**src/rtl/if_pc_stage.sv**
```systemverilog
// Instruction-fetch stage: program counter and IF/ID pipeline latch.
// Handles stall, flush and a one-way halt on a reserved instruction encoding.
module if_pc_stage #(
   parameter int unsigned                bus_size   = 10,
   parameter int unsigned                inst_size  = 32,
   parameter logic [bus_size-1:0]        RESET_PC   = '0,
   parameter int unsigned                PC_STEP    = 1,
   parameter logic [inst_size-1:0]       HALT_INSTR = inst_size'(32'hFFFF_FFFF),
   parameter int unsigned                CNT_SIZE   = 16
) (
   input  logic                 clk,
   input  logic                 reset,
   input  logic [bus_size-1:0]  next_pc_in,
   input  logic [inst_size-1:0] instr_in,
   input  logic                 stall,
   input  logic                 flush,
   output logic [bus_size-1:0]  pc_out,
   output logic [bus_size-1:0]  pc_plus_out,
   output logic [bus_size-1:0]  if_id_pc,
   output logic [bus_size-1:0]  if_id_pc_plus,
   output logic [inst_size-1:0] if_id_instr,
   output logic                 if_id_valid,
   output logic                 halted,
   output logic [CNT_SIZE-1:0]  fetch_count
);

   typedef enum logic {RUN = 1'b0, HALT = 1'b1} state_t;

   state_t               state_q, state_d;
   logic [bus_size-1:0]  pc_q, pc_d;
   logic [bus_size-1:0]  if_id_pc_q, if_id_pc_d;
   logic [bus_size-1:0]  if_id_pc_plus_q, if_id_pc_plus_d;
   logic [inst_size-1:0] if_id_instr_q, if_id_instr_d;
   logic                 if_id_valid_q, if_id_valid_d;
   logic [CNT_SIZE-1:0]  fetch_count_q, fetch_count_d;
   logic [bus_size-1:0]  pc_plus;

   // Sequential fetch address; wraps modulo the address space.
   assign pc_plus = pc_q + bus_size'(PC_STEP);

   // Next-state logic: in RUN, flush beats stall beats advance.
   always_comb begin
      state_d         = state_q;
      pc_d            = pc_q;
      if_id_pc_d      = if_id_pc_q;
      if_id_pc_plus_d = if_id_pc_plus_q;
      if_id_instr_d   = if_id_instr_q;
      if_id_valid_d   = if_id_valid_q;
      fetch_count_d   = fetch_count_q;
      case (state_q)
         RUN: begin
            if (flush) begin
               pc_d          = next_pc_in;
               if_id_instr_d = '0;
               if_id_valid_d = 1'b0;
            end else if (!stall) begin
               if_id_pc_d      = pc_q;
               if_id_pc_plus_d = pc_plus;
               if_id_instr_d   = instr_in;
               if_id_valid_d   = 1'b1;
               if (fetch_count_q != '1) begin
                  fetch_count_d = fetch_count_q + CNT_SIZE'(1);
               end
               if (instr_in == HALT_INSTR) begin
                  state_d = HALT;
               end else begin
                  pc_d = next_pc_in;
               end
            end
         end
         HALT: begin
            // Halt instruction drains downstream once, then only bubbles.
            if (!stall) begin
               if_id_instr_d = '0;
               if_id_valid_d = 1'b0;
            end
         end
         default: state_d = RUN;
      endcase
   end

   always_ff @(posedge clk) begin
      if (reset) begin
         state_q         <= RUN;
         pc_q            <= RESET_PC;
         if_id_pc_q      <= '0;
         if_id_pc_plus_q <= '0;
         if_id_instr_q   <= '0;
         if_id_valid_q   <= 1'b0;
         fetch_count_q   <= '0;
      end else begin
         state_q         <= state_d;
         pc_q            <= pc_d;
         if_id_pc_q      <= if_id_pc_d;
         if_id_pc_plus_q <= if_id_pc_plus_d;
         if_id_instr_q   <= if_id_instr_d;
         if_id_valid_q   <= if_id_valid_d;
         fetch_count_q   <= fetch_count_d;
      end
   end

   assign pc_out        = pc_q;
   assign pc_plus_out   = pc_plus;
   assign if_id_pc      = if_id_pc_q;
   assign if_id_pc_plus = if_id_pc_plus_q;
   assign if_id_instr   = if_id_instr_q;
   assign if_id_valid   = if_id_valid_q;
   assign halted        = (state_q == HALT);
   assign fetch_count   = fetch_count_q;

endmodule

```
**config.mk**
```make
export PLATFORM = sky130hd
export DESIGN_NAME = if_pc_stage
export DESIGN_NICKNAME = d
export VERILOG_FILES = /design/src/rtl/if_pc_stage.sv
export SDC_FILE = /design/constraint.sdc
export NUM_CORES = 1
export LEC_CHECK = 0
export ABC_AREA = 1
export CAP_MARGIN = 20
export CORE_ASPECT_RATIO = 0.7
export CORE_UTILIZATION = 35
export DETAILED_ROUTE_END_ITERATION = 16
export PLACE_DENSITY = 0.65
export SLEW_MARGIN = 0
export SYNTH_ARGS = -nofsm -noshare
export SYNTH_HDL_FRONTEND = slang
export SYNTH_SLANG_ARGS = --single-unit
```
**constraint.sdc**
```tcl
create_clock -name clk -period 1.6 [get_ports clk]
set_input_delay 0.24 -clock clk [delete_from_list [all_inputs] [get_ports clk]]
set_output_delay 0.24 -clock clk [all_outputs]
set_load 0.1 [all_outputs]
```
==> run summary, run 1 <==
RUN STATUS
-----------------------------------------------------------------------------------
Outcome                                                                finished, violations left
Violations in the final reports                                        negative setup slack

WORST SETUP PATH
-----------------------------------------------------------------------------------
Type of the worst setup path                                           flop to output port
Bufs and invs on worst path                                                       3
Slowest CP cell                                                             dfxtp_4
Critical Path, Cell by Cell                                            nand3_4 -> nor3_4 -> buf_4 -> inv_1 -> xor2_4 -> buf_12
Worst Setup Start Kind                                                         flop
Critical path origin                                                   pc_out[1]$_SDFFE_PP0P_
Data required time at the worst endpoint                                    1360 ps
Capture instance of the worst register-to-register path                fetch_count[3]$_SDFFE_PP0P_
Endpoint arrival time on the critical path                                  1640 ps
R2R Path Start                                                         fetch_count[0]$_SDFFE_PP0P_
Worst-path fanout max                                                             3
Register-to-register path setup slack                                         80 ps
Kind of cell with the highest combined delay on the critical path      buffers and inverters
CP endpoint kind                                                        output port
Critical path's largest stage delay                                          380 ps
Levels on crit path                                                               6
Number of cells traversed by the worst register-to-register path                 10
CP Capture Point                                                       pc_plus_out[5]

GRT
-----------------------------------------------------------------------------------
Initial antenna violation count                                                   0
Pin count of the biggest net entering global routing                             50
Total routing usage reported by global routing                               0.2218
Final global-route overflow total                                                 0
Global-route wire length before repair                                     17.97 mm
Number of global-route vias before repair                                     3,659

FINAL LAYOUT
-----------------------------------------------------------------------------------
Ant. Diodes                                                                       0
Storage cell area                                                      0.001678 mm2
Count of placed standard cells in the final layout, fillers left out            812
Final layout net count                                                          727
Area occupied by multi-input gates                                     0.001937 mm2
Synth-to-Final Area Change                                                   101.5%
Count of filler cells inserted in the layout                                    696
Core utilization of the finished layout                                      0.7297
Most common library cell in the layout ignoring fill and taps               nand2_1
Fraction of final layout cells with drive strength greater than 1            0.3596
Commonest cells after routing, fill and taps aside                     nand2_1, buf_12, nor2_1
Post-Layout Inst Area                                                  0.007094 mm2

SYNTHESIS
-----------------------------------------------------------------------------------
Sequential-to-total area share from yosys stat                               0.4549
Largest area contributor in the netlist                                     dfxtp_1
Number of synthesized register bits                                              80
Post-Syn Nets                                                                   550
Post-synthesis instance area                                           0.003521 mm2
Mean post-synth cell area                                                 7.014 um2
Number of synthesis warnings                                                      0
Post-synthesis cell count                                                       502
Yosys cell types                                                                 22
Top-area cell type share of the netlist area                                 0.4549
Area contributors post-synth                                           dfxtp_1, nand2_1, a21oi_1

FLOORPLAN
-----------------------------------------------------------------------------------
Height of the die                                                          85.92 um
Site row count                                                                   30
Die width                                                                  121.9 um
Core outline area                                                      0.009722 mm2
Initial core utilization                                                     0.3622
Overall die area                                                        0.01047 mm2
Ports placed on the boundary                                                    136

ROUTE
-----------------------------------------------------------------------------------
Post-detailed-route wirelength per cell                                    14.45 um
Antenna viol nets, final                                                          0
Drt first-iter violations                                                       265
Drt pass-1 iters                                                                  5
Via Count                                                                     3,889
Number of vias per cell after detailed routing                                4.789
Drt total wl                                                               11.74 mm
Detailed-route DRC error count                                                    0

STA
-----------------------------------------------------------------------------------
Max-slew violation count                                                          0
Final clock period utilization by the worst path                              1.174
Pin slew with the least headroom to its limit                              333.9 ps
Post-layout minimum cycle time                                              1879 ps
RSZ-0062 raised after global routing                                           true
Clock skew after layout                                                    3.409 ps
Final hold violations                                                             0
Max Clock Freq                                                            532.3 MHz
Setup tns final                                                            -1460 ps
Post-layout worst setup margin                                            -278.5 ps
Relative slew slack                                                          0.7757
Final number of setup-violating endpoints                                         8

CLOCKING
-----------------------------------------------------------------------------------
Maximum clock insertion buffer count                                              2
CTS HTree Levels                                                                  3
Clk Tree Root Cell                                                        clkbuf_16
Count of clock tree sinks                                                        80
Worst-Skew Late Latency                                                      330 ps
Number of buffers created by CTS                                                  9
Clock transition at the registers of the reported paths                       60 ps
CTS tree                                                                      built

PLACEMENT
-----------------------------------------------------------------------------------
Cell total after placement                                                      776
Gpl congestion                                                               0.8459
Half-perimeter wire length after detailed placement                        8.065 mm
Cell area after placement                                              0.006462 mm2
Number of port buffers                                                          135

POWER AND IR DROP
-----------------------------------------------------------------------------------
Leakage Power                                                           0.002821 uW
Power density over cell area                                           875.3 mW/mm2
Worst supply voltage drop on vdd                                        0.0007104 V

JOB
-----------------------------------------------------------------------------------
Maxcap violations                                                                 0

HOLD PATH
-----------------------------------------------------------------------------------
Min-Delay Path Class                                                   input port to flop

==> cells by family after synthesis <==
family | after synthesis | synth area share
buf+inv | 66 | 0.07782
simple gates | 251 | 0.2893
xor+xnor | 14 | 0.03482
fa+ha+maj | 2 | 0.007106
flops | 80 | 0.4549
compound gates | 89 | 0.1361
==> worst register-to-register path: cells and delay by family (launching register included) <==
kind	cells	cell delay (ps)
simple gates	7	650
flops	1	370
fa+ha+maj	1	150
buf+inv	1	140
compound gates	1	140
==> worst min-delay path by stage <==
stage | start | to | slack, ps | cells past startpoint
after floorplan | next_pc_in[0] | pc_out[0]$_SDFFE_PP0P_ | 370 | 2
after global placement | if_id_instr[22]$_SDFFE_PP0P_ | if_id_instr[22]$_SDFFE_PP0P_ | 480 | 2
after detailed placement | if_id_instr[7]$_SDFFE_PP0P_ | if_id_instr[7]$_SDFFE_PP0P_ | 490 | 2
after CTS | reset | fetch_count[15]$_SDFFE_PP0P_ | 350 | 3
after global routing | reset | fetch_count[15]$_SDFFE_PP0P_ | 370 | 3
final | reset | fetch_count[7]$_SDFFE_PP0P_ | 350 | 3
==> layout make-up <==
| cell class | count | area share |
|---|---|---|
| clock buffer | 12 | 0.03933 |
| timing repair buffer | 192 | 0.3991 |
| clock inverter | 4 | 0.006526 |
| tap | 128 | 0.02258 |
| multi-input combinational | 356 | 0.2730 |
| inverter | 40 | 0.02293 |
| sequential | 80 | 0.2365 |
==> routing by layer <==
metal,global-route usage,up-vias,part of all wire
li1,-,1933,-
met2,0.3513,165,0.47
met4,0.05836,0,0.011
met1,0.2896,1776,0.44
met3,0.07247,15,0.087
met5,0,-,0
==> cells in the mapped netlist, drive strengths merged <==
cell type and instances:
xnor2 4, nand2 154, xor2 10, nand4 1
nand3 24, nor2 69, ha 2, inv 40
a21oi 63, dfxtp 80, o21ai 26, buf 10
nor3 3, clkbuf 16
==> stage by stage <==
| stage | setup slack, ps | hold slack [ps] | power [uW] |
|---|---|---|---|
| after detailed placement | -238.1 | 491.1 | 3966 |
| after CTS | -314.6 | 346.3 | 6207 |
| after floorplan | -413.8 | 370.4 | 3212 |
| after global placement | -210.9 | 484.8 | 3952 |
| final | -278.5 | 353.4 | 6210 |
| after global routing | -359.5 | 365.2 | 6426 |
==> sequential cells by signal, indices dropped and copies added, names as in the netlist <==
register / flops
if_id_instr: 32
fetch_count: 16
if_id_pc: 10
if_id_pc_plus: 10
pc_out: 10
halted: 1
if_id_valid: 1
==> report_power, final <==
| group | internal, uW | switching (uW) | total [uW] |
|---|---|---|---|
| clock | 1390 | 807 | 2200 |
| combinational | 717 | 1140 | 1850 |
| sequential | 2060 | 93.3 | 2150 |
==> repair_timing <==
item / in CTS / in global routing
buffers inserted: 11 / 8
setup endpoints to repair: 18 / 31
cloned: 0 / 3
gates resized for setup: 9 / 17
hold buffers: 0 / 0
pin swaps: 12 / 11
Power figures use the tool's default switching activity.
==> run 2: changes to the inputs <==
Settings changed: GPL_TIMING_DRIVEN set to 1.
==> results of run 2 <==
The final DEF is identical to that of run 1; final timing and power are the same.
